## src/rtl/opc_bus_pkg.sv

```systemverilog
// Shared definitions for the OPC external bus bridge: FSM states,
// address-phase field layout on the uio pads and the abort read value.
package opc_bus_pkg;

    typedef enum logic [1:0] {
        IDLE = 2'd0,
        ADDR = 2'd1,
        DATA = 2'd2,
        DONE = 2'd3
    } bus_state_t;

    localparam int PAD_W   = 8;
    localparam int RNW_BIT = 7;
    localparam int AHI_LSB = 0;

    localparam logic [7:0] TIMEOUT_RDATA = 8'hFF;

    // Builds the uio word shown during the address phase: direction flag on
    // top, high address bits at the bottom, unused bits in between are zero.
    function automatic logic [PAD_W-1:0] addr_phase_word(input logic       rnw,
                                                         input logic [6:0] ahi);
        logic [PAD_W-1:0] word;
        word          = PAD_W'(ahi) << AHI_LSB;
        word[RNW_BIT] = rnw;
        return word;
    endfunction

endpackage

```

## src/rtl/opc_wait_timer.sv

```systemverilog
// Wait-state counter for pad-level handshakes: cleared before a data phase,
// advanced on each stalled cycle, flags when the wait budget is used up.
module opc_wait_timer #(
    parameter int WAIT_MAX = 15,
    parameter int CNT_W    = 8
) (
    input  logic clk,
    input  logic rst,
    input  logic clear,
    input  logic enable,
    output logic expired
);

    logic [CNT_W-1:0] count;

    // Count stalled cycles; clear takes precedence over counting.
    always_ff @(posedge clk or posedge rst) begin
        if (rst) begin
            count <= '0;
        end else if (clear) begin
            count <= '0;
        end else if (enable) begin
            count <= count + 1'b1;
        end
    end

    assign expired = (count == CNT_W'(WAIT_MAX));

endmodule

```

## src/rtl/opc_ext_bus_bridge.sv

```systemverilog
// Converts the OPC core's parallel memory bus into a multiplexed, handshaked
// external bus: address low byte on dedicated pads, direction + high address
// and then data time-shared on the bidirectional uio pads.
module opc_ext_bus_bridge
    import opc_bus_pkg::*;
#(
    parameter int ADDR_W   = 11,
    parameter int DATA_W   = 8,
    parameter int WAIT_MAX = 15
) (
    input  logic              clk,
    input  logic              rst,
    input  logic              cpu_req,
    input  logic              cpu_rnw,
    input  logic [ADDR_W-1:0] cpu_addr,
    input  logic [DATA_W-1:0] cpu_wdata,
    output logic [DATA_W-1:0] cpu_rdata,
    output logic              cpu_ack,
    output logic              busy,
    output logic [7:0]        pad_addr_lo,
    output logic [7:0]        pad_io_out,
    output logic [7:0]        pad_io_oe,
    input  logic [7:0]        pad_io_in,
    output logic              pad_ale,
    output logic              pad_ds,
    input  logic              pad_ready,
    input  logic              err_clr,
    output logic              timeout_err
);

    bus_state_t        state;
    logic              rnw_q;
    logic [DATA_W-1:0] wdata_q;
    logic              timer_clear;
    logic              timer_enable;
    logic              timer_expired;

    // The wait budget restarts on the address phase so every data phase gets
    // the full allowance; it only runs while the device holds ready low.
    assign timer_clear  = (state == ADDR);
    assign timer_enable = (state == DATA) && !pad_ready && !timer_expired;

    opc_wait_timer #(
        .WAIT_MAX(WAIT_MAX),
        .CNT_W   (8)
    ) u_wait_timer (
        .clk    (clk),
        .rst    (rst),
        .clear  (timer_clear),
        .enable (timer_enable),
        .expired(timer_expired)
    );

    // Bus sequencer: every pad and CPU-side output is a register updated
    // alongside the state, so the pads never see combinational glitches.
    // The address itself lives in pad_addr_lo/pad_io_out once accepted, so
    // only direction and write data need private copies.
    always_ff @(posedge clk or posedge rst) begin
        if (rst) begin
            state       <= IDLE;
            rnw_q       <= 1'b0;
            wdata_q     <= '0;
            cpu_ack     <= 1'b0;
            cpu_rdata   <= '0;
            busy        <= 1'b0;
            pad_addr_lo <= '0;
            pad_io_out  <= '0;
            pad_io_oe   <= '0;
            pad_ale     <= 1'b0;
            pad_ds      <= 1'b0;
            timeout_err <= 1'b0;
        end else begin
            cpu_ack <= 1'b0;
            if (err_clr) begin
                timeout_err <= 1'b0;
            end
            case (state)
                IDLE: begin
                    if (cpu_req) begin
                        rnw_q       <= cpu_rnw;
                        wdata_q     <= cpu_wdata;
                        pad_addr_lo <= cpu_addr[7:0];
                        pad_io_out  <= addr_phase_word(cpu_rnw, 7'(cpu_addr[ADDR_W-1:8]));
                        pad_io_oe   <= 8'hFF;
                        pad_ale     <= 1'b1;
                        busy        <= 1'b1;
                        state       <= ADDR;
                    end
                end
                ADDR: begin
                    pad_ale <= 1'b0;
                    pad_ds  <= 1'b1;
                    if (rnw_q) begin
                        pad_io_oe <= 8'h00;
                    end else begin
                        pad_io_out <= 8'(wdata_q);
                        pad_io_oe  <= 8'hFF;
                    end
                    state <= DATA;
                end
                DATA: begin
                    if (pad_ready || timer_expired) begin
                        if (pad_ready) begin
                            if (rnw_q) begin
                                cpu_rdata <= DATA_W'(pad_io_in);
                            end
                        end else begin
                            timeout_err <= 1'b1;
                            if (rnw_q) begin
                                cpu_rdata <= DATA_W'(TIMEOUT_RDATA);
                            end
                        end
                        cpu_ack   <= 1'b1;
                        pad_ds    <= 1'b0;
                        pad_io_oe <= 8'h00;
                        state     <= DONE;
                    end
                end
                DONE: begin
                    busy  <= 1'b0;
                    state <= IDLE;
                end
                default: begin
                    state <= IDLE;
                end
            endcase
        end
    end

endmodule

```

## config.mk

```make
export PLATFORM = sky130hd
export DESIGN_NAME = opc_ext_bus_bridge
export DESIGN_NICKNAME = d
export VERILOG_FILES = /design/src/rtl/opc_bus_pkg.sv /design/src/rtl/opc_wait_timer.sv /design/src/rtl/opc_ext_bus_bridge.sv
export SDC_FILE = /design/constraint.sdc
export NUM_CORES = 1
export LEC_CHECK = 0
export ABC_AREA = 1
export CAP_MARGIN = 0
export CORE_MARGIN = 1.5
export CORE_UTILIZATION = 47
export CTS_CLUSTER_DIAMETER = 30
export DETAILED_ROUTE_END_ITERATION = 16
export PLACE_DENSITY = 0.8
export REMOVE_ABC_BUFFERS = 1
export SETUP_SLACK_MARGIN = 0.2
export SYNTH_ARGS = -nofsm -noshare
export SYNTH_HDL_FRONTEND = slang
export SYNTH_SLANG_ARGS = --single-unit
```

## constraint.sdc

```tcl
create_clock -name clk -period 1.73 [get_ports clk]
set_input_delay 0.346 -clock clk [delete_from_list [all_inputs] [get_ports clk]]
set_output_delay 0.346 -clock clk [all_outputs]
set_load 0.01 [all_outputs]
```

==> qor.log, run 1 <==
[outcome] run status complete, no violations
[run] Maximum Capacitance Violations 0
[synthesis] proportion of synthesized chip area in sequential cells 53.0%
[worst_setup_path] Startpoint Class flop
[worst_setup_path] class of the most critical setup path flop to flop
[finish] Post-Layout Inst Area 0.00331 sq mm
[worst_setup_path] largest fanout of any net on the critical path 7
[synthesis] Post-synth EDFFs 0
[worst_setup_path] largest stage delay on the critical path 0.43 ns
[floorplan] width of the die 73.1 um
[clock_network] clock transition at the registers of the reported paths 0.09 ns
[sta] number of hold violations in the final report 0
[worst_setup_path] Crit Reg-Reg Startpoint state[1]
[sta] measured slew at the worst slew-check pin 0.331 ns
[global_routing] wire length of the first global-routing pass 8.86 mm
[clock_network] clock buffer count from CTS 5
[finish] # fillers 361
[global_routing] total congestion overflow after global routing 0
[sta] Rel. slew slack 77.9%
[worst_setup_path] Slowest cell on crit path dfrtp_1
[place] placement-stage cell area 0.00309 sq mm
[worst_setup_path] data required time of the critical path 1.93 ns
[worst_setup_path] setup slack of the most critical reg-to-reg path 0.25 ns
[worst_setup_path] critical path data arrival time 1.68 ns
[clock_network] clock latency on the worst-skew pair 0.30 ns
[worst_setup_path] critical path depth in cells 7
[synthesis] predominant post-synthesis flop cell dfrtp_1
[synthesis] post-synthesis register bit count 49
[global_routing] via count of the first global-routing pass 2,097
[finish] post-layout net count 393
[clock_network] CTS tree done
[floorplan] number of standard-cell rows in the floorplan 25
[floorplan] full die area 0.00535 sq mm
[sta] setup repair after global routing missed its margin true
[worst_setup_path] endpoint of the worst register-to-register path pad_io_oe[6]
[finish] Area growth syn-to-layout 43.3%
[place] RD Place Congestion 0.828
[clock_network] largest buffer count on any clock path 2
[route] drt first pass iters 6
[synthesis] distinct cell type count of the synthesized netlist 26
[finish] Layout Utilization 70.1%
[sta] fin crit share 85.5%
[pwr] total power density per cell area 1640 mW/mm^2
[finish] fraction of layout instances using a drive strength above 1 16.1%
[route] Avg Vias per Cell 4.78
[floorplan] starting density of the core 49.0%
[finish] register area 0.00123 sq mm
[synthesis] Synth Instances 272
[synthesis] Syn. warnings 0
[floorplan] die span in y 73.1 um
[global_routing] antenna violations before repair 0
[synthesis] most frequently used cell type in the post-synthesis netlist nand2_1
[floorplan] number of top-level pins 70
[clock_network] CTS H-tree lvls 2
[sta] hold slack final 0.395 ns
[route] routed length per instance 12.9 um
[global_routing] maximum number of pins on one net before global-route repair 50
[synthesis] Synth area leader dfrtp_1
[synthesis] Avg Cell Area, Syn 8.50 sq um
[sta] fin. max-slew vios 0
[synthesis] Commonest cells post-synth 111 x nand2_1, 49 x dfrtp_1, 19 x inv_1, 19 x nor2_1, 13 x nand3_1
[worst_setup_path] Worst R2R Path Depth 7
[synthesis] area fraction of the dominant cell type after synthesis 53.0%
[sta] Final Critical Period 1.48 ns
[floorplan] Floorplan Core Area 0.00472 sq mm
[route] count of vias placed by the detailed router 2,016
[clock_network] clk sinks 49
[pwr] maximum resistive drop on vdd 0.785 mV
[finish] antenna diode instance count 0
[sta] number of endpoints failing setup at the final stage 0
[place] DP HPWL 3.63 mm
[clock_network] root buffer cell clkbuf_8
[global_routing] aggregate global-route resource usage 21.2%
[worst_setup_path] sum of buffers and inverters on the critical path 1
[synthesis] Synth area leaders dfrtp_1 53%, nand2_1 18%, o21ai_2 3.4%
[worst_setup_path] dominant delay contributor by cell family on the critical path flip-flops
[synthesis] summed instance area of the synthesized netlist 0.00231 sq mm
[route] DRC violation total after the first TritonRoute iteration 111
[finish] area taken by multi-input logic gates 972 sq um
[finish] number of standard cells in the layout, taps in and fillers out 422
[sta] max frequency 676 MHz
[worst_setup_path] crit end category flop
[sta] final setup skew 0.00739 ns
[worst_setup_path] critical path cell sequence buf_4 -> ha_4 -> nand2_1 -> o21bai_1 -> nand3_1 -> nand2_1 -> nand2_1
[synthesis] async set or reset register ratio after synthesis 100%
[worst_setup_path] library cell appearing most often on the critical path nand2_1
[route] DRT antenna net count 0
[route] WL final 5.45 mm
[route] # DRC 0
[place] PortBufs 69
[pwr] Leakage Power 1.72 nW
[min_path] class of the worst hold path input port to asynchronous set/reset pin
[place] placed insts 405
==> cell usage in the layout, fill, tap and decap left out, types with 3 or more instances in the layout <==
master | netlist | routed
nor2_4 | 1 | 3
o21ai_0 | 7 | 5
clkbuf_8 | 0 | 5
nand2_1 | 111 | 110
inv_1 | 19 | 15
nand4_1 | 6 | 6
o21ai_2 | 9 | 10
dlygate4sd2_1 | 0 | 36
nor2_1 | 19 | 18
a31oi_1 | 4 | 4
clkdlybuf4s50_1 | 0 | 32
buf_4 | 7 | 17
dfrtp_1 | 49 | 47
nand3_1 | 13 | 13
inv_2 | 0 | 4
==> area by class of cell <==
cell class                      instances  share of cell area, %
Sequential cell                        49                   37.1
Multi-Input combinational cell        189                   29.3
Timing Repair Buffer                   89                   24.7
Tap cell                               67                   2.53
Inverter                               20                   2.30
Clock buffer                            5                   2.08
Clock inverter                          3                   1.96
==> per-stage QoR <==
step | TNS, ns | power (mW) | setup slack (ns)
after CTS | 0 | 5.26 | 0.176
after global routing | 0 | 5.86 | 0.145
after detailed placement | 0 | 4.49 | 0.104
final | 0 | 5.43 | 0.250
after floorplan | -1.03 | 3.14 | -0.127
after global placement | 0 | 4.40 | 0.135
==> worst max-delay path by stage <==
stage / start / to / slack (ns)
6_report: state[1] / pad_io_oe[6] / 0.25
2_1_floorplan: state[1] / pad_io_out[0] / -0.13
5_1_grt: state[0] / pad_io_out[2] / 0.14
4_1_cts: state[1] / pad_ale / 0.18
3_5_place_dp: cpu_req / pad_io_out[2] / 0.10
3_3_place_gp: cpu_req / wdata_q[3] / 0.13
==> metal layers <==
layer | GRT usage (%) | part of all wire, %
met1 | 23.3 | 41
met2 | 39.2 | 51
met3 | 6.49 | 6.8
met4 | 6.08 | 1.1
met5 | 0 | 0
==> report_power, final <==
group / internal (mW) / switching [mW]
logic: 1.19 / 1.40
clock network: 0.574 / 0.370
registers: 1.62 / 0.278
total: 3.39 / 2.05
==> worst min-delay path, cell delays in order <==
cell	delay, ns
clkdlybuf4s50_1	0.42
inv_2	0.07
buf_12	0.25
==> state kept, by name (all words and copies together), names as in the netlist <==
signal              cells
pad_io_oe               1
pad_io_out              8
rnw_q                   1
wdata_q                 8
pad_addr_lo             8
pad_ds                  1
state                   2
cpu_rdata               8
busy                    1
pad_ale                 1
timeout_err             1
cpu_ack                 1
u_wait_timer.count      8
==> cells by family (layout without fill, tap and decap cells) <==
group | Yosys count | in the layout | synth area share [%]
AND/OR/NAND/NOR | 156 | 156 | 28.4
flip-flops | 49 | 49 | 53.0
buffers and inverters | 34 | 117 | 7.25
AO/OA/AOI/OAI | 26 | 26 | 7.74
adder cells (fa/ha/maj) | 6 | 6 | 3.25
XOR/XNOR | 1 | 1 | 0.379
==> what timing repair did <==
action	in CTS	in global routing
endpoints found under the hold margin	0	0
resized for setup	45	15
setup buffers	3	5
hold buffers	0	0
endpoints found under the setup margin	72	30
cloned	0	1
pin swaps	2	3
(Power assumes the default switching activity.)
==> inputs of run 2 (changes only) <==
--- a/config.mk
+++ b/config.mk
@@ -12,7 +12,6 @@
 export CTS_CLUSTER_DIAMETER = 30
 export DETAILED_ROUTE_END_ITERATION = 16
 export PLACE_DENSITY = 0.8
-export REMOVE_ABC_BUFFERS = 1
 export SETUP_SLACK_MARGIN = 0.2
 export SYNTH_ARGS = -nofsm -noshare
 export SYNTH_HDL_FRONTEND = slang
==> run 2 against run 1 <==
  * Clock power up 2%
  * Count of clock-buffer cells in the layout unchanged
  * Critical path depth down 6
  * Die area unchanged
  * Global-route usage down 1.3 points
  * Power up 3.9%
  * Non-clock buffer count up 1
  * Cell area up 2.1%
  * Via count up 2.2%
  * Setup slack worse by 0.18 ns
  * Final cell count up 0.24%
  * Highest routed layer unchanged
==> qor.log, run 2 (synthesis results as in run 1) <==
[clock_network] largest buffer count on any clock path 2 [unchanged]
[pwr] Leakage Power 1.74 nW [was 1.72 nW]
[sta] Final Critical Period 1.66 ns [was 1.48 ns]
[route] DRC violation total after the first TritonRoute iteration 174 [was 111]
[floorplan] width of the die 73.1 um [unchanged]
[clock_network] CTS H-tree lvls 2 [unchanged]
[sta] fin crit share 95.7% [was 85.5%]
[finish] Area growth syn-to-layout 46.3% [was 43.3%]
[min_path] class of the worst hold path input port to asynchronous set/reset pin [unchanged]
[global_routing] aggregate global-route resource usage 19.9% [was 21.2%]
[route] WL final 5.53 mm [was 5.45 mm]
[global_routing] maximum number of pins on one net before global-route repair 50 [unchanged]
[worst_setup_path] largest fanout of any net on the critical path 9 [was 7]
[pwr] total power density per cell area 1670 mW/mm^2 [was 1640 mW/mm^2]
[worst_setup_path] critical path depth in cells 1 [was 7]
[clock_network] clock latency on the worst-skew pair 0.31 ns [was 0.30 ns]
[sta] number of hold violations in the final report 0 [unchanged]
[outcome] run status complete, no violations [unchanged]
[sta] measured slew at the worst slew-check pin 0.269 ns [was 0.331 ns]
[global_routing] wire length of the first global-routing pass 8.17 mm [was 8.86 mm]
[sta] Total Neg Setup Slack 0 ns [unchanged]
[clock_network] CTS tree done [unchanged]
[floorplan] number of top-level pins 70 [unchanged]
[sta] Rel. slew slack 82.1% [was 77.9%]
[worst_setup_path] class of the most critical setup path flop to output pin [was flop to flop]
[route] routed length per instance 13.1 um [was 12.9 um]
[finish] most common library cell in the layout ignoring fill and taps nand2_1 [unchanged]
[route] drt first pass iters 4 [was 6]
[finish] commonest cells after routing, fill and taps aside 110 x nand2_1, 48 x dfrtp_1, 40 x clkdlybuf4s50_1 [was 110 x nand2_1, 47 x dfrtp_1, 36 x dlygate4sd2_1]
[worst_setup_path] sum of buffers and inverters on the critical path 1 [unchanged]
[sta] fin. max-slew vios 0 [unchanged]
[sta] setup repair after global routing missed its margin true [unchanged]
[route] count of vias placed by the detailed router 2,061 [was 2,016]
[worst_setup_path] Startpoint Class flop [unchanged]
[clock_network] clk sinks 49 [unchanged]
[worst_setup_path] largest stage delay on the critical path 0.56 ns [was 0.43 ns]
[route] # DRC 0 [unchanged]
[pwr] Sw Share 37.6% [was 37.7%]
[pwr] maximum resistive drop on vdd 0.781 mV [was 0.785 mV]
[finish] post-layout net count 394 [was 393]
[floorplan] Floorplan Core Area 0.00472 sq mm [unchanged]
[pwr] Psw 2.12 mW [was 2.05 mW]
[clock_network] root buffer cell clkbuf_8 [unchanged]
[place] PortBufs 69 [unchanged]
[worst_setup_path] Worst R2R Path Depth 8 [was 7]
[pwr] combinational share of power 48.9% [was 47.7%]
[pwr] power share of the sequential group 34.0% [was 34.9%]
[place] placed insts 404 [was 405]
[sta] final setup skew 0.00685 ns [was 0.00739 ns]
[clock_network] clock buffer count from CTS 5 [unchanged]
[sta] hold slack final 0.382 ns [was 0.395 ns]
[sta] number of endpoints failing setup at the final stage 0 [unchanged]
[route] Avg Vias per Cell 4.87 [was 4.78]
[floorplan] die span in y 73.1 um [unchanged]
[floorplan] number of standard-cell rows in the floorplan 25 [unchanged]
[worst_setup_path] crit end category output pin [was flop]
[global_routing] via count of the first global-routing pass 1,899 [was 2,097]
[place] DP HPWL 3.50 mm [was 3.63 mm]
[worst_setup_path] Slowest cell on crit path clkdlybuf4s50_1 [was dfrtp_1]
[run] Maximum Capacitance Violations 0 [unchanged]
[finish] number of standard cells in the layout, taps in and fillers out 423 [was 422]
[finish] fraction of layout instances using a drive strength above 1 16.3% [was 16.1%]
[worst_setup_path] critical path data arrival time 1.31 ns [was 1.68 ns]
[synthesis] net count after synthesis 311
[floorplan] full die area 0.00535 sq mm [unchanged]
[finish] antenna diode instance count 0 [unchanged]
[floorplan] starting density of the core 49.0% [unchanged]
[worst_setup_path] critical path cell sequence clkdlybuf4s50_1 [was buf_4 -> ha_4 -> nand2_1 -> o21bai_1 -> nand3_1 -> nand2_1 -> nand2_1]
[global_routing] antenna violations before repair 0 [unchanged]
[pwr] Int Power 3.52 mW [was 3.39 mW]
[pwr] Total Power Consumption 5.65 mW [was 5.43 mW]
[place] RD Place Congestion 0.790 [was 0.828]
[worst_setup_path] dominant delay contributor by cell family on the critical path buffers and inverters [was flip-flops]
[route] DRT antenna net count 0 [unchanged]
[sta] max frequency 604 MHz [was 676 MHz]
[pwr] portion of total power attributed to the clock network 17.1% [was 17.4%]
[clock_network] clock transition at the registers of the reported paths 0.09 ns [about the same]
[worst_setup_path] data required time of the critical path 1.38 ns [was 1.93 ns]
[global_routing] total congestion overflow after global routing 0 [unchanged]
-- run 2: area by class of cell --
class,instances,area (sq um)
tap,67,83.8
sequential,49,1230
clock buffer,5,68.8
multi-input combinational,189,1020
timing repair buffer,90,842
clock inverter,3,65.1
inverter,20,78.8
fill,360,1340
-- run 2: stage by stage --
stage	worst slack (ns)	utilization (%)	cell area [sq um]
after global placement	0.156	65.2	3080
after global routing	0.0259	71.6	3380
after detailed placement	0.108	65.2	3080
after CTS	0.0581	68.6	3240
final	0.0739	71.6	3380
after floorplan	0.211	-	2310
-- run 2: per-layer routing --
| metal | share of wire, % | GRT usage (%) | routed length, um | vias to the layer above |
|---|---|---|---|---|
| li1 | - | - | - | 1016 |
| met1 | 43 | 24.7 | 2390 | 951 |
| met2 | 49 | 33.5 | 2710 | 87 |
| met3 | 6.0 | 4.97 | 329 | 7 |
| met4 | 1.6 | 7.34 | 89 | 0 |
| met5 | 0 | 0 | 0 | - |
-- run 2: timing repair --
action                     in CTS  in global routing
hold buffers                    0                  0
gates resized for setup        35                 20
hold endpoints to repair        0                  0
buffers inserted                4                  6
setup endpoints to repair      64                 38
pin swaps                       2                  1
cloned                          0                  1
-- run 2: worst paths after layout --
kind,from,endpoint,slack (ns)
hold / removal,rst,u_wait_timer.count[5],0.38
setup / recovery,pad_io_oe[6],pad_io_oe[0],0.07
setup reg to reg,u_wait_timer.count[5],u_wait_timer.count[7],0.17
hold reg to reg,cpu_rdata[6],cpu_rdata[6],0.48
min in group clk,cpu_rdata[6],cpu_rdata[6],0.48
max in group asynchronous,rst,pad_io_oe[6],1.11
-- run 2: power by group through the flow --
| stage | clock network (mW) | registers [mW] | logic, mW |
|---|---|---|---|
| after floorplan | 0 | 2.04 | 1.27 |
| after global placement | 0 | 1.92 | 2.46 |
| after detailed placement | 0 | 1.93 | 2.55 |
| after CTS | 0.974 | 1.91 | 2.44 |
| after global routing | 1.02 | 1.97 | 3.03 |
| final | 0.963 | 1.92 | 2.76 |
